<file path="src/rtl/if_stage_reg.sv">
// ---------------------------------------------------------------------------
// if_stage_reg
//
// Fetch stage plus IF/ID pipeline register for the 5-stage core.
// Holds the program counter, presents it as the instruction-memory read
// address, and latches the fetched word together with PC+4 into ID.
// The hazard unit's stall request arrives as 'freeze' and the EXE-stage
// taken-branch decision arrives as 'flush'. Flush has priority over freeze
// so that a taken branch can never deadlock behind a stale hazard.
//
// Optional feature (compile-time macro STALL_COUNT_EN):
//   When defined, a saturating counter of frozen cycles is kept and exposed
//   on 'stall_cnt'. When undefined, the port and counter do not exist.
//
// Ports
//   clk          in   1            rising-edge clock
//   rst          in   1            asynchronous reset, active-low
//   freeze       in   1            hazard stall request
//   flush        in   1            taken branch in EXE, redirect fetch
//   branch_addr  in   PC_W         redirect target, used when flush=1
//   imem_addr    out  PC_W         instruction-memory read address (= PC)
//   imem_rdata   in   32           word at imem_addr, same cycle
//   id_pc        out  PC_W         PC+4 of the instruction held in ID
//   id_instr     out  32           instruction held in ID
//   id_valid     out  1            id_instr is a real fetched instruction
//   stall_cnt    out  STALL_CNT_W  saturating frozen-cycle count
//                                  (only with STALL_COUNT_EN)
// ---------------------------------------------------------------------------
module if_stage_reg #(
    parameter int               PC_W        = 32,
    parameter logic [PC_W-1:0]  RESET_PC    = '0,
    parameter logic [31:0]      NOP_INSTR   = 32'h0000_0000,
    parameter int               STALL_CNT_W = 16
) (
    input  logic                   clk,
    input  logic                   rst,
    input  logic                   freeze,
    input  logic                   flush,
    input  logic [PC_W-1:0]        branch_addr,
    output logic [PC_W-1:0]        imem_addr,
    input  logic [31:0]            imem_rdata,
    output logic [PC_W-1:0]        id_pc,
    output logic [31:0]            id_instr,
    output logic                   id_valid
`ifdef STALL_COUNT_EN
    ,
    output logic [STALL_CNT_W-1:0] stall_cnt
`endif
);

    logic [PC_W-1:0] pc;
    logic [PC_W-1:0] pc_plus4;
    logic [PC_W-1:0] branch_target;

    // Wraps modulo 2^PC_W by construction of the fixed-width add.
    assign pc_plus4 = pc + PC_W'(4);

    // Instructions are word aligned, so the low two target bits are dropped.
    assign branch_target = branch_addr & ~PC_W'(3);

    // Driven straight from the PC flop: no combinational path from
    // freeze or flush reaches the memory address.
    assign imem_addr = pc;

    // Program counter: flush redirects, freeze holds, otherwise advance.
    always_ff @(posedge clk or negedge rst) begin
        if (!rst) begin
            pc <= RESET_PC;
        end else if (flush) begin
            pc <= branch_target;
        end else if (!freeze) begin
            pc <= pc_plus4;
        end
    end

    // IF/ID register: a flush injects a bubble, a freeze holds the current
    // contents, and a normal cycle captures the word being fetched now.
    always_ff @(posedge clk or negedge rst) begin
        if (!rst) begin
            id_pc    <= '0;
            id_instr <= NOP_INSTR;
            id_valid <= 1'b0;
        end else if (flush) begin
            id_pc    <= '0;
            id_instr <= NOP_INSTR;
            id_valid <= 1'b0;
        end else if (!freeze) begin
            id_pc    <= pc_plus4;
            id_instr <= imem_rdata;
            id_valid <= 1'b1;
        end
    end

`ifdef STALL_COUNT_EN
    // Only genuine stall cycles are counted; a flush overriding a freeze
    // is not a stall. The count sticks at all-ones instead of wrapping.
    always_ff @(posedge clk or negedge rst) begin
        if (!rst) begin
            stall_cnt <= '0;
        end else if (freeze && !flush && (stall_cnt != '1)) begin
            stall_cnt <= stall_cnt + STALL_CNT_W'(1);
        end
    end
`endif

endmodule

</file>
<file path="config.mk">
export PLATFORM = sky130hd
export DESIGN_NAME = if_stage_reg
export DESIGN_NICKNAME = d
export VERILOG_FILES = /design/src/rtl/if_stage_reg.sv
export SDC_FILE = /design/constraint.sdc
export NUM_CORES = 1
export LEC_CHECK = 0
export CORE_MARGIN = 3
export CORE_UTILIZATION = 41
export CTS_CLUSTER_DIAMETER = 50
export CTS_CLUSTER_SIZE = 24
export DETAILED_ROUTE_END_ITERATION = 7
export HOLD_SLACK_MARGIN = 0.08
export PLACE_DENSITY = 0.84
export SLEW_MARGIN = 20
export SYNTH_ARGS = -nofsm -noshare
export SYNTH_HDL_FRONTEND = slang
export SYNTH_SLANG_ARGS = --single-unit
</file>
<file path="constraint.sdc">
create_clock -name clk -period 2.1 [get_ports clk]
set_input_delay 0.21 -clock clk [delete_from_list [all_inputs] [get_ports clk]]
set_output_delay 0.21 -clock clk [all_outputs]
set_load 0.005 [all_outputs]
</file>
==> results of run 1 <==
[worst max-delay path: stages (launching register included)]
cell and delay (ps):
dfrtp_2 390, ha_4 140, buf_4 120, nand4b_1 200, buf_4 240, or2_2 320, or4_1 410, a31oi_1 170
[what timing repair did]
action                                 CTS  global route
hold buffers                             1             0
resized for setup                        3            10
cloned                                   0             1
endpoints found under the hold margin   27             0
pin swaps                                1             5
setup buffers                            0             8
setup endpoints to repair                5            12
[state kept, by name (all words and copies together) (netlist names)]
signal	flops
imem_addr	30
id_instr	32
id_pc	31
id_valid	1
[cells by family after synthesis]
logic type,synth area share (%)
buffers and inverters,4.875
multiplexers,6.674
XOR/XNOR,4.745
other,0.07813
AND/OR/NAND/NOR,21.14
flip-flops,49.01
adder cells (fa/ha/maj),0.2606
AO/OA/AOI/OAI,13.22
[placed cells by master, fill, tap and decap left out, types with 2 or more instances in the layout]
cell type	instances
dfrtp_2	5
dfrtp_1	89
mux2i_1	32
o31ai_1	13
nand4b_1	2
a311oi_2	3
a31oi_1	11
nor2_1	68
a2111oi_0	3
nand3_1	7
conb_1	2
o21a_1	2
clkbuf_16	9
or3_1	8
nor3_1	11
nor4_1	12
and4_1	3
clkdlybuf4s50_1	157
nand4_1	11
inv_1	10
or4_1	13
or4_4	4
or2_2	3
a211o_1	3
a21oi_1	10
nand2_1	42
clkbuf_1	3
nor2b_1	2
buf_12	2
a311o_1	2
bufinv_16	2
buf_2	3
and3_1	3
o21ai_0	28
a311oi_1	7
or3_2	4
xor2_1	5
xnor2_1	21
a211oi_1	11
buf_4	60
[worst paths after layout]
kind                                   start            end  slack, ps  cells after the start
worst min-delay path                  freeze      id_pc[27]        340                      3
worst max register to register  imem_addr[3]  imem_addr[22]         30                      7
worst max-delay path            imem_addr[3]  imem_addr[22]         30                      7
min in group asynchronous                rst    id_instr[8]        350                      2
max in group asynchronous                rst  imem_addr[13]       1000                      3
worst min register to register      id_valid       id_valid        490                      1
[power by group]
part           internal [µW]  total (µW)  switching (µW)
combinational            584        1040             460
sequential              1950        2060             117
clock                   1080        1760             684
[routing by layer]
metal	share of wire [%]	global-route usage (%)	vias up
met3	11	7.928	29
li1	-	-	2200
met2	48	36.96	250
met1	39	29.78	2317
met4	2.4	8.076	0
met5	0	0	-
[through the flow]
stage	setup TNS (ps)	utilization, %
detailed placement	-206.0	61.27
floorplan	0	-
global placement	-32.11	61.27
CTS	0	64.31
global route	-23.23	65.26
finish	0	65.26
[final cells by class]
cell class              count  share of cell area, %
clock buffers              13                  3.446
clock inverters             3                 0.9306
inverters                  10                 0.5170
well taps                 140                  2.413
flip-flops and latches     94                  32.48
multi-input cells         356                  31.31
repair buffers            224                  28.90
==> reports/qor.csv, run 1 <==
stage;metric;value;unit
floorplanning;rows;38;
synthesis;synthCells;506;
synthesis;ys_warn_count;0;
synthesis;ys_async_sr_fraction;100.0;%
global_route;grt_pass1_vias;4747;
global_route;antenna_found_initial;0;
detailed_routing;viasPerCell;5.710;
sta;max_freq;483.5;MHz
floorplanning;ios;165;
detailed_routing;vias;4796;
clock_tree;clock_latency;340;ps
synthesis;yosysMostFrequentCell;dfrtp_1;
power;power;4869;µW
clock_tree;cts_buffer_depth;2;
place;preCtsSetupSlack;-106.6;ps
sta;min_period_over_period;98.49;%
setup_path;path_class;flop to flop;
synthesis;ys_seq_area_share;49.01;%
clock_tree;cts_sinks;94;
sta;setup_viol;0;
sta;skew;7.152;ps
clock_tree;h-tree-depth;3;
clock_tree;cts_made_buffers;9;
cells_and_area;finalInstanceArea;7261;µm²
synthesis;synthTopCellsByCount;94 x dfrtp_1, 68 x nor2_1, 42 x nand2_1, 32 x mux2i_1, 31 x clkbuf_1;
cells_and_area;drive_gt1_share;15.00;%
clock_tree;clk_pin_slew_worst_paths;70;ps
setup_path;startpoint_type;flop;
place;io_buffers;160;
setup_path;arrival;2330;ps
cells_and_area;multiInputGateArea;2273;µm²
min_path;hold_path.class;input port to flop;
global_route;grt_pass1_wl;24.32;mm
place;placedCellCount;814;
sta;worst_pin_slew;652.5;ps
sta;hold_violations;0;
synthesis;yosysUniqueCellTypes;43;
setup_path;cp-end-kind;flop;
cells_and_area;regArea;2359;µm²
synthesis;synth.top_cells.by_area;dfrtp_1 49%, mux2i_1 6.7%, nor2_1 5.3%;
setup_path;path_max_fanout;6;
global_route;grt_max_degree;82;
place;finalWeightedCongestion;0.8885;
detailed_routing;drt_iter0_drc;365;
floorplanning;die_w;114.2;µm
power;leakage;0.002983;µW
synthesis;syn_area;4800;µm²
clock_tree;tritoncts;yes;
sta;slew_violations;0;
cells_and_area;diodes;0;
detailed_routing;routed_wl;15.23;mm
floorplanning;coreArea;11130;µm²
place;hpwl;11.08;mm
floorplanning;dieArea;13040;µm²
sta;hold_ws;337.0;ps
floorplanning;initial_core_util;43.14;%
run_status;status;finished, final reports clean;
cells_and_area;area_growth;51.28;%
cells_and_area;finish.net_count;764;
power;p_per_area;670.6;nW/µm²
synthesis;synth_top_area_share;49.01;%
setup_path;cp.required;2370;ps
global_route;track_usage;23.27;%
detailed_routing;drt-pass1-iter-count;5;
place;place_area;6817;µm²
synthesis;ys_ff_latch;94;
synthesis;synth_edf_count;0;
detailed_routing;routedWlPerCell;18.13;µm
synthesis;ys.flop_type;dfrtp_1;
clock_tree;cts_root_buf;clkbuf_16;
floorplanning;die_h;114.2;µm
synthesis;netlist.top_cell.by_area;dfrtp_1;
power;ir_worst_vdd;0.5554;mV
detailed_routing;ant_nets;0;
run;max-cap-violations;0;
synthesis;postSynthAreaPerCell;9.485;µm²
cells_and_area;fillers;869;
sta;worst_slack;31.74;ps
sta;relSlewSlack;56.50;%
sta;period_needed;2068;ps
detailed_routing;remaining_drc_errors;0;
cells_and_area;stdcell_count;840;
global_route;grt_remaining_overflow;0;
Power figures use the tool's default switching activity.
==> inputs of run 2 (changes only) <==
--- a/config.mk
+++ b/config.mk
@@ -11,7 +11,7 @@
 export CTS_CLUSTER_SIZE = 24
 export DETAILED_ROUTE_END_ITERATION = 7
 export HOLD_SLACK_MARGIN = 0.08
-export PLACE_DENSITY = 0.84
+export PLACE_DENSITY = 0.79
 export SLEW_MARGIN = 20
 export SYNTH_ARGS = -nofsm -noshare
 export SYNTH_HDL_FRONTEND = slang
==> run 2 against run 1 <==
Effect of this change:
- cell area is 1.2% lower
- worst setup slack better by 14 ps
- highest routed layer unchanged
- die area stayed put
- routed wire length is 4.5% lower
- register-to-register slack hardly changed
- fmax is 0.70% higher
==> reports/qor.csv, run 2 (synthesized netlist as in run 1, its figures left out) <==
stage;metric;value;unit;change
floorplanning;ios;165;;unchanged
clock_tree;cts_made_buffers;9;;unchanged
floorplanning;dieArea;13040;µm²;unchanged
detailed_routing;ant_nets;0;;unchanged
setup_path;arrival;2300;ps;-30 ps
detailed_routing;met2_length;6.932;mm;-5.2%
global_route;grt_max_degree;75;;-8.5%
cells_and_area;layout_commonest_cell;clkdlybuf4s50_1;;
cells_and_area;area_growth;49.53;%;
clock_tree;h-tree-depth;3;;unchanged
cells_and_area;diodes;0;;unchanged
clock_tree;clk_pin_slew_worst_paths;70;ps;about the same
setup_path;rr_startpoint;imem_addr[12];;
sta;min_period_over_period;97.81;%;-0.68 points
cells_and_area;fillers;911;;+4.8%
setup_path;crit_chain;nand4_1, or3_4, or4_1, a311oi_2;;
sta;skew;4.539;ps;-2.613 ps
power;power;4704;µW;-3.4%
detailed_routing;remaining_drc_errors;0;;unchanged
clock_tree;cts_root_buf;clkbuf_16;;
sta;setup_viol;0;;unchanged
sta;hold_ws;203.3;ps;-133.7 ps
global_route;antenna_found_initial;0;;unchanged
detailed_routing;drt_iter0_drc;260;;-29%
detailed_routing;routed_wl;14.55;mm;-4.5%
global_route;grt_remaining_overflow;0;;unchanged
min_path;hold_path.class;input port to asynchronous set/reset pin;;
global_route;grt_pass1_wl;23.67;mm;-2.7%
setup_path;path_max_fanout;8;;+2
run_status;status;finished, final reports clean;;
run;max-cap-violations;0;;unchanged
detailed_routing;viasPerCell;5.494;;-3.8%
sta;max_freq;486.9;MHz;+0.70%
cells_and_area;finalInstanceArea;7177;µm²;-1.2%
detailed_routing;vias;4582;;-4.5%
cells_and_area;regArea;2356;µm²;-0.11%
clock_tree;tritoncts;yes;;
cells_and_area;largest_register_ffs;32;;unchanged
sta;relSlewSlack;50.30;%;-6.2 points
setup_path;rrSetupSlack;50;ps;about the same
setup_path;regToRegEndpoint;id_pc[29];;
setup_path;cp.required;2340;ps;-30 ps
clock_tree;cts_sinks;94;;unchanged
detailed_routing;wl_met3;1.410;mm;-13%
cells_and_area;drive_gt1_share;14.84;%;-0.16 points
sta;hold_violations;0;;unchanged
setup_path;critPathTopFamily;simple AND/OR/NAND/NOR gates;;
setup_path;cpMaxStageDelayCell;or4_1;;
cells_and_area;finish.net_count;758;;-0.79%
cells_and_area;top_register;id_instr;;
detailed_routing;routedWlPerCell;17.44;µm;-3.8%
clock_tree;clock_latency;340;ps;about the same
cells_and_area;multiInputGateArea;2291;µm²;+0.77%
setup_path;startpoint_type;flop;;
detailed_routing;drt-pass1-iter-count;4;;-1
floorplanning;die_h;114.2;µm;unchanged
setup_path;path_class;flop to flop;;
floorplanning;rows;38;;unchanged
detailed_routing;wirelength_met1;5.970;mm;+0.81%
global_route;grt_pass1_vias;4619;;-2.7%
place;hpwl;10.66;mm;-3.8%
floorplanning;initial_core_util;43.14;%;unchanged
place;io_buffers;160;;unchanged
floorplanning;die_w;114.2;µm;unchanged
power;leakage;0.002944;µW;-1.3%
cells_and_area;final_cell_mix;157 x clkdlybuf4s50_1, 91 x dfrtp_1, 68 x nor2_1, 58 x buf_4, 42 x nand2_1;;
place;finalWeightedCongestion;0.8836;;-0.55%
setup_path;critical_path.max_stage_delay;530;ps;+120 ps
floorplanning;coreArea;11130;µm²;unchanged
power;p_per_area;655.5;nW/µm²;-2.3%
sta;slew_violations;0;;unchanged
power;ir_worst_vdd;0.4056;mV;-27%
place;place_area;6807;µm²;-0.15%
sta;rsz0062_at_grt;yes;;
setup_path;cp-end-kind;flop;;
detailed_routing;routed.top_layer;met4;;
sta;worst_pin_slew;745.5;ps;+92.97 ps
setup_path;cp_num_buf_inv;0;;-2
setup_path;reg2reg_depth;4;;-3
clock_tree;cts_buffer_depth;2;;unchanged
global_route;track_usage;22.56;%;-0.71 points
sta;period_needed;2054;ps;-14.29 ps
==> run 2: cell types whose count changed in the layout (fill, tap and decap cells not counted), moves of 2 or more <==
| cell | before | now |
|---|---|---|
| dfrtp_2 | 5 | 3 |
| buf_12 | 2 | 0 |
| dfrtp_1 | 89 | 91 |
| clkinv_2 | 0 | 4 |
| nand3_1 | 7 | 5 |
| clkbuf_1 | 3 | 0 |
| nand3_2 | 1 | 3 |
| buf_4 | 60 | 58 |
==> run 2: what timing repair did <==
| action | 4_1_cts | 5_1_grt |
|---|---|---|
| endpoints found under the hold margin | 94 | 0 |
| hold buffers | 1 | 0 |
| gates resized for setup | 2 | 12 |
| pin swaps | 0 | 4 |
| setup buffers | 0 | 1 |
| endpoints found under the setup margin | 5 | 12 |
==> run 2: layout make-up <==
type	count	area share, %
Tap cell	140	2.441
Timing Repair Buffer	218	28.24
Clock buffer	9	3.138
Sequential cell	94	32.83
Inverter	10	0.5230
Multi-Input combinational cell	356	31.92
Clock inverter	7	0.9066
==> run 2: worst max-delay path by stage <==
stage,to,slack (ps),from,depth (start not counted)
after floorplan,id_pc[26],3,imem_addr[2],6
after CTS,id_pc[24],30,imem_addr[2],5
after global routing,id_pc[25],-20,imem_addr[5],4
after global placement,id_pc[24],-20,imem_addr[2],5
final,id_pc[29],50,imem_addr[12],4
after detailed placement,id_pc[24],-60,imem_addr[2],5
==> run 2: where the power goes <==
part / internal, µW / total [µW] / switching, µW
sequential: 1950 / 2050 / 107
clock: 915 / 1620 / 707
combinational: 578 / 1030 / 453
total: 3440 / 4700 / 1270
==> run 2: metal layers <==
layer | global-route usage, % | up-vias
li1 | - | 2175
met1 | 29.25 | 2203
met5 | 0 | -
met3 | 6.712 | 19
met4 | 8.155 | 0
met2 | 35.95 | 185
==> run 2: per-stage QoR <==
stage	cells	TNS [ps]	worst slack [ps]	utilization, %
global route	834	-39.71	-16.27	64.51
finish	834	0	46.03	64.51
floorplan	507	0	3.028	-
detailed placement	816	-140.3	-59.14	61.18
global placement	816	-15.77	-15.77	61.18
CTS	833	0	31.97	63.96
==> run 2: worst reg2reg max path, stage by stage (launching register included) <==
cell and delay [ps]:
dfrtp_1 410, nand4_1 240, or3_4 510, or4_1 530, a311oi_2 270
